<file path="config.mk">
export PLATFORM = sky130hd
export DESIGN_NAME = led_serial_rx_flat
export DESIGN_NICKNAME = d
export VERILOG_FILES = /design/src/rtl/led_serial_rx_if.sv /design/src/rtl/led_serial_rx.sv /design/src/flat_wrapper.sv
export SDC_FILE = /design/constraint.sdc
export NUM_CORES = 1
export LEC_CHECK = 0
export ABC_AREA = 1
export BUFFER_PORTS_ARGS = -buffer_cell sky130_fd_sc_hd__buf_2
export CAP_MARGIN = 20
export CORE_UTILIZATION = 30
export DETAILED_ROUTE_END_ITERATION = 7
export GPL_TIMING_DRIVEN = 0
export RECOVER_POWER = 50
export SLEW_MARGIN = 20
export SYNTH_ARGS = -nofsm -noshare
export SYNTH_HDL_FRONTEND = slang
export SYNTH_SLANG_ARGS = --single-unit
</file>
<file path="constraint.sdc">
create_clock -name I_clk -period 2.4 [get_ports I_clk]
set_clock_uncertainty 0.05 [all_clocks]
set_input_delay 0.24 -clock I_clk [delete_from_list [all_inputs] [get_ports I_clk]]
set_output_delay 0.24 -clock I_clk [all_outputs]
set_load 0.05 [all_outputs]
</file>
<file path="src/rtl/led_serial_rx_if.sv">
// Serial-side bundle for the MiniLED receiver.
// Inputs  : I_dclk, I_sdi, I_le, I_scan[3:0]  (raw panel lines, async to the system clock)
// Outputs : O_valid, O_data, O_word_idx, O_scan, O_frame_done, O_err, O_err_code
// master = the side that drives the serial lines; slave = the receiver.
interface led_serial_rx_if #(
  parameter int DATA_W = 16,
  parameter int IDX_W  = 9
);
  logic              I_dclk;
  logic              I_sdi;
  logic              I_le;
  logic [3:0]        I_scan;
  logic              O_valid;
  logic [DATA_W-1:0] O_data;
  logic [IDX_W-1:0]  O_word_idx;
  logic [1:0]        O_scan;
  logic              O_frame_done;
  logic              O_err;
  logic [1:0]        O_err_code;

  modport master (
    output I_dclk, I_sdi, I_le, I_scan,
    input  O_valid, O_data, O_word_idx, O_scan, O_frame_done, O_err, O_err_code
  );

  modport slave (
    input  I_dclk, I_sdi, I_le, I_scan,
    output O_valid, O_data, O_word_idx, O_scan, O_frame_done, O_err, O_err_code
  );
endinterface

</file>
<file path="src/rtl/led_serial_rx.sv">
// MiniLED serial receiver: oversamples DCLK/SDI/LE/scan on the system clock,
// rebuilds each latched brightness word and reports it with its frame index
// and the active scan line.
// Ports:
//   I_clk   : system clock (50 MHz)
//   I_rst_n : asynchronous active-low reset, synchronous release
//   bus     : led_serial_rx_if.slave (serial inputs, word/error reporting outputs)
module led_serial_rx #(
  parameter int DATA_W  = 16,
  parameter int N_WORDS = 360,
  parameter int IDX_W   = 9,
  parameter int TIMEOUT = 1024
) (
  input logic            I_clk,
  input logic            I_rst_n,
  led_serial_rx_if.slave bus
);
  localparam int CNT_W  = $clog2(DATA_W + 2);
  localparam int IDLE_W = $clog2(TIMEOUT);
  localparam int GAP_W  = $clog2(4 * TIMEOUT);

  localparam logic [CNT_W-1:0]  CNT_FULL  = CNT_W'(DATA_W);
  localparam logic [CNT_W-1:0]  CNT_SAT   = CNT_W'(DATA_W + 1);
  localparam logic [IDX_W-1:0]  IDX_LAST  = IDX_W'(N_WORDS - 1);
  localparam logic [IDLE_W-1:0] IDLE_LAST = IDLE_W'(TIMEOUT - 1);
  localparam logic [GAP_W-1:0]  GAP_LAST  = GAP_W'(4 * TIMEOUT - 1);

  localparam logic [1:0] ERR_SHORT   = 2'd1;
  localparam logic [1:0] ERR_OVERRUN = 2'd2;
  localparam logic [1:0] ERR_TIMEOUT = 2'd3;

  // Bit layout of the synchronizer pipeline: {scan[3:0], le, sdi, dclk}
  logic [6:0] sync1_q, sync2_q, hist_q;
  logic [1:0] prime_q;
  logic       primed;
  logic       rise_dclk, rise_le, sdi_s;
  logic [3:0] scan_s;

  logic [DATA_W-1:0] shreg_q, shreg_d;
  logic [CNT_W-1:0]  bit_cnt_q, bit_cnt_d;
  logic [IDLE_W-1:0] idle_q, idle_d;
  logic [GAP_W-1:0]  gap_q, gap_d;
  logic [IDX_W-1:0]  word_idx_q, word_idx_d;

  logic [DATA_W-1:0] data_q, data_d;
  logic [IDX_W-1:0]  idx_out_q, idx_out_d;
  logic [1:0]        scan_out_q, scan_out_d;
  logic              valid_q, valid_d;
  logic              fd_q, fd_d;
  logic              err_q, err_d;
  logic [1:0]        code_q, code_d;

  logic [DATA_W-1:0] sh_eff;
  logic [CNT_W-1:0]  cnt_eff;

  function automatic logic [1:0] scan_enc(input logic [3:0] s);
    logic [1:0] r;
    case (s)
      4'b0001: r = 2'd0;
      4'b0010: r = 2'd1;
      4'b0100: r = 2'd2;
      4'b1000: r = 2'd3;
      default: r = 2'd0;
    endcase
    return r;
  endfunction

  always_ff @(posedge I_clk or negedge I_rst_n) begin
    if (!I_rst_n) begin
      sync1_q <= '0;
      sync2_q <= '0;
      hist_q  <= '0;
      prime_q <= '0;
    end else begin
      sync1_q <= {bus.I_scan, bus.I_le, bus.I_sdi, bus.I_dclk};
      sync2_q <= sync1_q;
      hist_q  <= sync2_q;
      if (prime_q != 2'd3) prime_q <= prime_q + 2'd1;
    end
  end

  // Edges are masked until the history flop holds a real sample; otherwise a
  // line already high at reset release would look like a rise.
  assign primed    = (prime_q == 2'd3);
  assign rise_dclk = primed & sync2_q[0] & ~hist_q[0];
  assign rise_le   = primed & sync2_q[2] & ~hist_q[2];
  assign sdi_s     = sync2_q[1];
  assign scan_s    = sync2_q[6:3];

  // A DCLK rise in the same cycle as an LE rise shifts first, so the commit
  // sees the post-shift word and count.
  assign sh_eff  = rise_dclk ? {shreg_q[DATA_W-2:0], sdi_s} : shreg_q;
  assign cnt_eff = (rise_dclk && bit_cnt_q != CNT_SAT) ? bit_cnt_q + CNT_W'(1) : bit_cnt_q;

  always_comb begin
    shreg_d    = sh_eff;
    bit_cnt_d  = cnt_eff;
    idle_d     = idle_q;
    gap_d      = gap_q;
    word_idx_d = word_idx_q;
    data_d     = data_q;
    idx_out_d  = idx_out_q;
    scan_out_d = scan_out_q;
    valid_d    = 1'b0;
    fd_d       = 1'b0;
    err_d      = 1'b0;
    code_d     = code_q;

    // Long silence on both DCLK and LE marks a frame boundary.
    if (rise_dclk || rise_le) begin
      gap_d = '0;
    end else if (gap_q != GAP_LAST) begin
      gap_d = gap_q + GAP_W'(1);
    end else begin
      word_idx_d = '0;
    end

    if (rise_le) begin
      bit_cnt_d = '0;
      idle_d    = '0;
      if (cnt_eff == CNT_FULL) begin
        data_d     = sh_eff;
        idx_out_d  = word_idx_q;
        scan_out_d = scan_enc(scan_s);
        valid_d    = 1'b1;
        fd_d       = (word_idx_q == IDX_LAST);
        word_idx_d = (word_idx_q == IDX_LAST) ? '0 : word_idx_q + IDX_W'(1);
      end else begin
        err_d  = 1'b1;
        code_d = (cnt_eff < CNT_FULL) ? ERR_SHORT : ERR_OVERRUN;
      end
    end else if (rise_dclk) begin
      idle_d = '0;
    end else if (bit_cnt_q != '0) begin
      if (idle_q == IDLE_LAST) begin
        bit_cnt_d = '0;
        idle_d    = '0;
        err_d     = 1'b1;
        code_d    = ERR_TIMEOUT;
      end else begin
        idle_d = idle_q + IDLE_W'(1);
      end
    end else begin
      idle_d = '0;
    end
  end

  always_ff @(posedge I_clk or negedge I_rst_n) begin
    if (!I_rst_n) begin
      shreg_q    <= '0;
      bit_cnt_q  <= '0;
      idle_q     <= '0;
      gap_q      <= '0;
      word_idx_q <= '0;
      data_q     <= '0;
      idx_out_q  <= '0;
      scan_out_q <= '0;
      valid_q    <= 1'b0;
      fd_q       <= 1'b0;
      err_q      <= 1'b0;
      code_q     <= '0;
    end else begin
      shreg_q    <= shreg_d;
      bit_cnt_q  <= bit_cnt_d;
      idle_q     <= idle_d;
      gap_q      <= gap_d;
      word_idx_q <= word_idx_d;
      data_q     <= data_d;
      idx_out_q  <= idx_out_d;
      scan_out_q <= scan_out_d;
      valid_q    <= valid_d;
      fd_q       <= fd_d;
      err_q      <= err_d;
      code_q     <= code_d;
    end
  end

  assign bus.O_valid      = valid_q;
  assign bus.O_data       = data_q;
  assign bus.O_word_idx   = idx_out_q;
  assign bus.O_scan       = scan_out_q;
  assign bus.O_frame_done = fd_q;
  assign bus.O_err        = err_q;
  assign bus.O_err_code   = code_q;
endmodule

</file>
<file path="src/flat_wrapper.sv">
// flat-port wrapper written by rule: the top's interface ports become plain ports
module led_serial_rx_flat 
#(
  parameter int DATA_W  = 16,
  parameter int N_WORDS = 360,
  parameter int IDX_W   = 9,
  parameter int TIMEOUT = 1024
)
  (I_clk, I_rst_n, bus_I_dclk, bus_I_sdi, bus_I_le, bus_I_scan, bus_O_valid, bus_O_data, bus_O_word_idx, bus_O_scan, bus_O_frame_done, bus_O_err, bus_O_err_code);
  led_serial_rx_if #(.DATA_W(DATA_W), .IDX_W(IDX_W)) bus_i ();
  input logic I_clk;
  input logic I_rst_n;
  input wire logic [$bits(bus_i.I_dclk)-1:0] bus_I_dclk;
  input wire logic [$bits(bus_i.I_sdi)-1:0] bus_I_sdi;
  input wire logic [$bits(bus_i.I_le)-1:0] bus_I_le;
  input wire logic [$bits(bus_i.I_scan)-1:0] bus_I_scan;
  output wire logic [$bits(bus_i.O_valid)-1:0] bus_O_valid;
  output wire logic [$bits(bus_i.O_data)-1:0] bus_O_data;
  output wire logic [$bits(bus_i.O_word_idx)-1:0] bus_O_word_idx;
  output wire logic [$bits(bus_i.O_scan)-1:0] bus_O_scan;
  output wire logic [$bits(bus_i.O_frame_done)-1:0] bus_O_frame_done;
  output wire logic [$bits(bus_i.O_err)-1:0] bus_O_err;
  output wire logic [$bits(bus_i.O_err_code)-1:0] bus_O_err_code;
  assign bus_i.I_dclk = bus_I_dclk;
  assign bus_i.I_sdi = bus_I_sdi;
  assign bus_i.I_le = bus_I_le;
  assign bus_i.I_scan = bus_I_scan;
  assign bus_O_valid = bus_i.O_valid;
  assign bus_O_data = bus_i.O_data;
  assign bus_O_word_idx = bus_i.O_word_idx;
  assign bus_O_scan = bus_i.O_scan;
  assign bus_O_frame_done = bus_i.O_frame_done;
  assign bus_O_err = bus_i.O_err;
  assign bus_O_err_code = bus_i.O_err_code;
  led_serial_rx #(.DATA_W(DATA_W), .N_WORDS(N_WORDS), .IDX_W(IDX_W), .TIMEOUT(TIMEOUT)) u_core (.I_clk(I_clk), .I_rst_n(I_rst_n), .bus(bus_i));
endmodule
</file>
==> reports/qor.yml <==
run_status: "completed"
multi_input_comb_area_um2: 1650
cts_max_path_buffers: 2
holdPathEnd: "u_core.sync2_q[2]"
r2r_cells: 8
cts_num_sinks: 102
synth_top_area_share: 0.569
pin_count: 41
cts_max_level: 3
remaining_drc_errors: 0
final.period_utilization: 0.895
wl_per_cell_um: 11.6
initial_core_util: 0.309
r2r-start: "u_core.prime_q[0]"
dp_cells: 729
cp-start-kind: "register"
fin_crit_ns: 2.15
hold_depth: 0
worst_pin_slew_ns: 1.45
p_per_area_nw_per_um2: 831
finalNetCount: 580
netlist_area_um2: 4490
fp.dieW_um: 124
worstPathBufferInverterCount: 2
slowest_delay_ns: 0.37
slew_headroom: 0.0311
grt_pass1_wl_um: 15400
synth_top_area_cell: "dfrtp_1"
clock_latency_ns: 0.34
finalHoldViolations: 0
max-cap-violations: 0
crit_chain: "ha_1, nand3b_2, nand2_4, clkinvlp_4, nand4_1, buf_2, nand3_1, o21ai_1"
placed_area_um2: 4950
drv_slew: 0
postSynthAreaPerCell_um2: 8.90
ir_worst_vdd_v: 0.000464
cp-end-kind: "register"
clkTransAtPathRegs_ns: 0.07
ys_seq_area_frac: 0.569
post_cts_buffers: 0
vias_per_cell: 4.39
critPathRequiredTime_ns: 2.60
leakagePower_nw: 2.70
grtUsageTotal: 0.122
rows: 44
die_area_um2: 15400
root_buffer: "clkbuf_16"
cts-buffers-inserted: 9
antenna_found_initial: 0
postLayoutCellArea_um2: 5350
min_path_type: "reg -> reg"
r2r_slack_ns: 0.25
final_cell_mix: "152 x nand2_1, 102 x dfrtp_1, 53 x inv_1"
rsz0062_at_grt: "false"
yosys-top-cells-area: "dfrtp_1 57%, nand2_1 13%, inv_1 4.4%"
dpl.hpwl_um: 6150
timing.fmax_mhz: 465
synth_nets: 520
portBuffers: 40
worstPathMaxFanout: 10
worstPathArrival_ns: 2.35
dr.first_iter.drc_count: 212
synthCells: 504
antennaDiodeCount: 0
path_class: "reg -> reg"
min_from: "u_core.sync1_q[2]"
ys_types: 36
die_h_um: 124
dr.pass1.iters: 4
synth_warnings: 0
cp_top_family: "simple AND/OR/NAND/NOR gates"
register_area_um2: 2550
crit_slowest_cell: "dfrtp_1"
gp_congestion: 0.784
postSynthRegisterBits: 102
fillers: 1507
setup_viol: 0
grt_max_degree: 79
hold-worst-slack_ns: 0.298
core-area_um2: 14500
drive_gt1_frac: 0.156
layout_commonest_cell: "nand2_1"
cts_tree: "yes"
grt_overflow: 0
r2r-end: "u_core.word_idx_q[4]"
dr_total_vias: 3302
syn_to_final_growth_pct: 19.3
grt_pass1_vias: 3290
drt_wl_total_um: 8700
antenna_left: 0
finalNonFillerCells: 753
## metrics by stage
stage	setup slack, ns	utilization	setup TNS [ns]	power (mW)
after global routing	0.0250	0.368	0	4.70
after detailed placement	0.124	0.341	0	2.96
after global placement	-0.0597	0.338	-5.21	2.93
after CTS	0.0938	0.368	0	4.52
after floorplan	0.530	-	0	2.70
final	0.252	0.368	0	4.45
## cell families after synthesis
group	Yosys count	share of synthesized area
AO/OA/AOI/OAI	52	0.0678
multiplexers	1	0.00251
XOR/XNOR	11	0.0215
AND/OR/NAND/NOR	263	0.255
adder cells (fa/ha/maj)	7	0.0195
flip-flops	102	0.569
buffers and inverters	68	0.0644
## worst register-to-register path, stage by stage, from the launching register on
cell and delay (ns):
dfrtp_1 0.37, ha_1 0.27, nand3b_2 0.26, nand2_4 0.22, clkinvlp_4 0.21, nand4_1 0.22
buf_2 0.26, nand3_1 0.10, o21ai_1 0.11
## routing by layer
| metal | track usage | vias to the layer above | part of all wire |
|---|---|---|---|
| met4 | 0.0291 | 0 | 0.0092 |
| met1 | 0.157 | 1540 | 0.48 |
| met3 | 0.0399 | 6 | 0.040 |
| met5 | 0 | - | 0 |
| met2 | 0.196 | 55 | 0.48 |
| li1 | - | 1701 | - |
## synthesized netlist by cell type
cell      instances
nand2_1         152
dfrtp_1         102
inv_1            53
nor2_1           39
nand3_1          30
o21ai_0          20
and2_1           14
o21ai_1          11
ha_1              7
buf_2             6
nand2_2           6
o21ai_2           6
xor2_1            6
a21oi_1           5
nand4_1           5
nor3_1            5
xnor2_1           5
o21a_1            4
a31oi_1           3
buf_6             3
nor2_2            3
clkbuf_1          2
inv_2             2
nand3_2           2
nand3b_1          2
a21o_1            1
a22oi_1           1
and3_1            1
buf_4             1
clkinv_1          1
mux2_2            1
nand3b_2          1
nor2_4            1
nor3b_1           1
nor4_1            1
o211ai_1          1
## flip-flops by register name, indices dropped and copies added (netlist names)
signal                   cells
u_core.bus.O_word_idx        9
u_core.sync2_q               7
u_core.bus.O_err             1
u_core.gap_q                12
u_core.prime_q               2
u_core.hist_q                2
u_core.bus.O_scan            2
u_core.bus.O_frame_done      1
u_core.bit_cnt_q             5
u_core.bus.O_data           16
u_core.idle_q               10
u_core.sync1_q               7
u_core.word_idx_q            9
u_core.bus.O_err_code        2
u_core.bus.O_valid           1
u_core.shreg_q              16
## area by class of cell
class / count / area share
tap: 184 / 0.0430
buffer: 12 / 0.0147
clock inverter: 6 / 0.0161
sequential: 102 / 0.477
clock buffer: 10 / 0.0428
multi-input combinational: 334 / 0.309
inverter: 56 / 0.0400
timing repair buffer: 49 / 0.0573
## how the worst max path moves through the flow
stage,slack (ns),start,cells past startpoint,to
2_1_floorplan,0.53,u_core.prime_q[0],13,u_core.bus.O_word_idx[3]
3_3_place_gp,-0.06,I_rst_n,1,u_core.bus.O_data[7]
3_5_place_dp,0.12,u_core.prime_q[0],7,u_core.gap_q[11]
4_1_cts,0.09,u_core.prime_q[0],8,u_core.word_idx_q[4]
5_1_grt,0.03,u_core.prime_q[0],8,u_core.word_idx_q[4]
6_report,0.25,u_core.prime_q[0],8,u_core.word_idx_q[4]
## timing repair
| action | in CTS | in global routing |
|---|---|---|
| hold buffers | 8 | 0 |
| setup endpoints to repair | 0 | 12 |
| hold endpoints to repair | 31 | 0 |
| gates resized for setup | 0 | 3 |
## report_power, final
| group | total, mW | switching, mW | internal [mW] |
|---|---|---|---|
| sequential | 2.05 | 0.132 | 1.92 |
| clock | 1.52 | 0.611 | 0.912 |
| combinational | 0.878 | 0.631 | 0.246 |
| total | 4.45 | 1.37 | 3.07 |
Note: power is estimated with default switching activity, not from simulation.
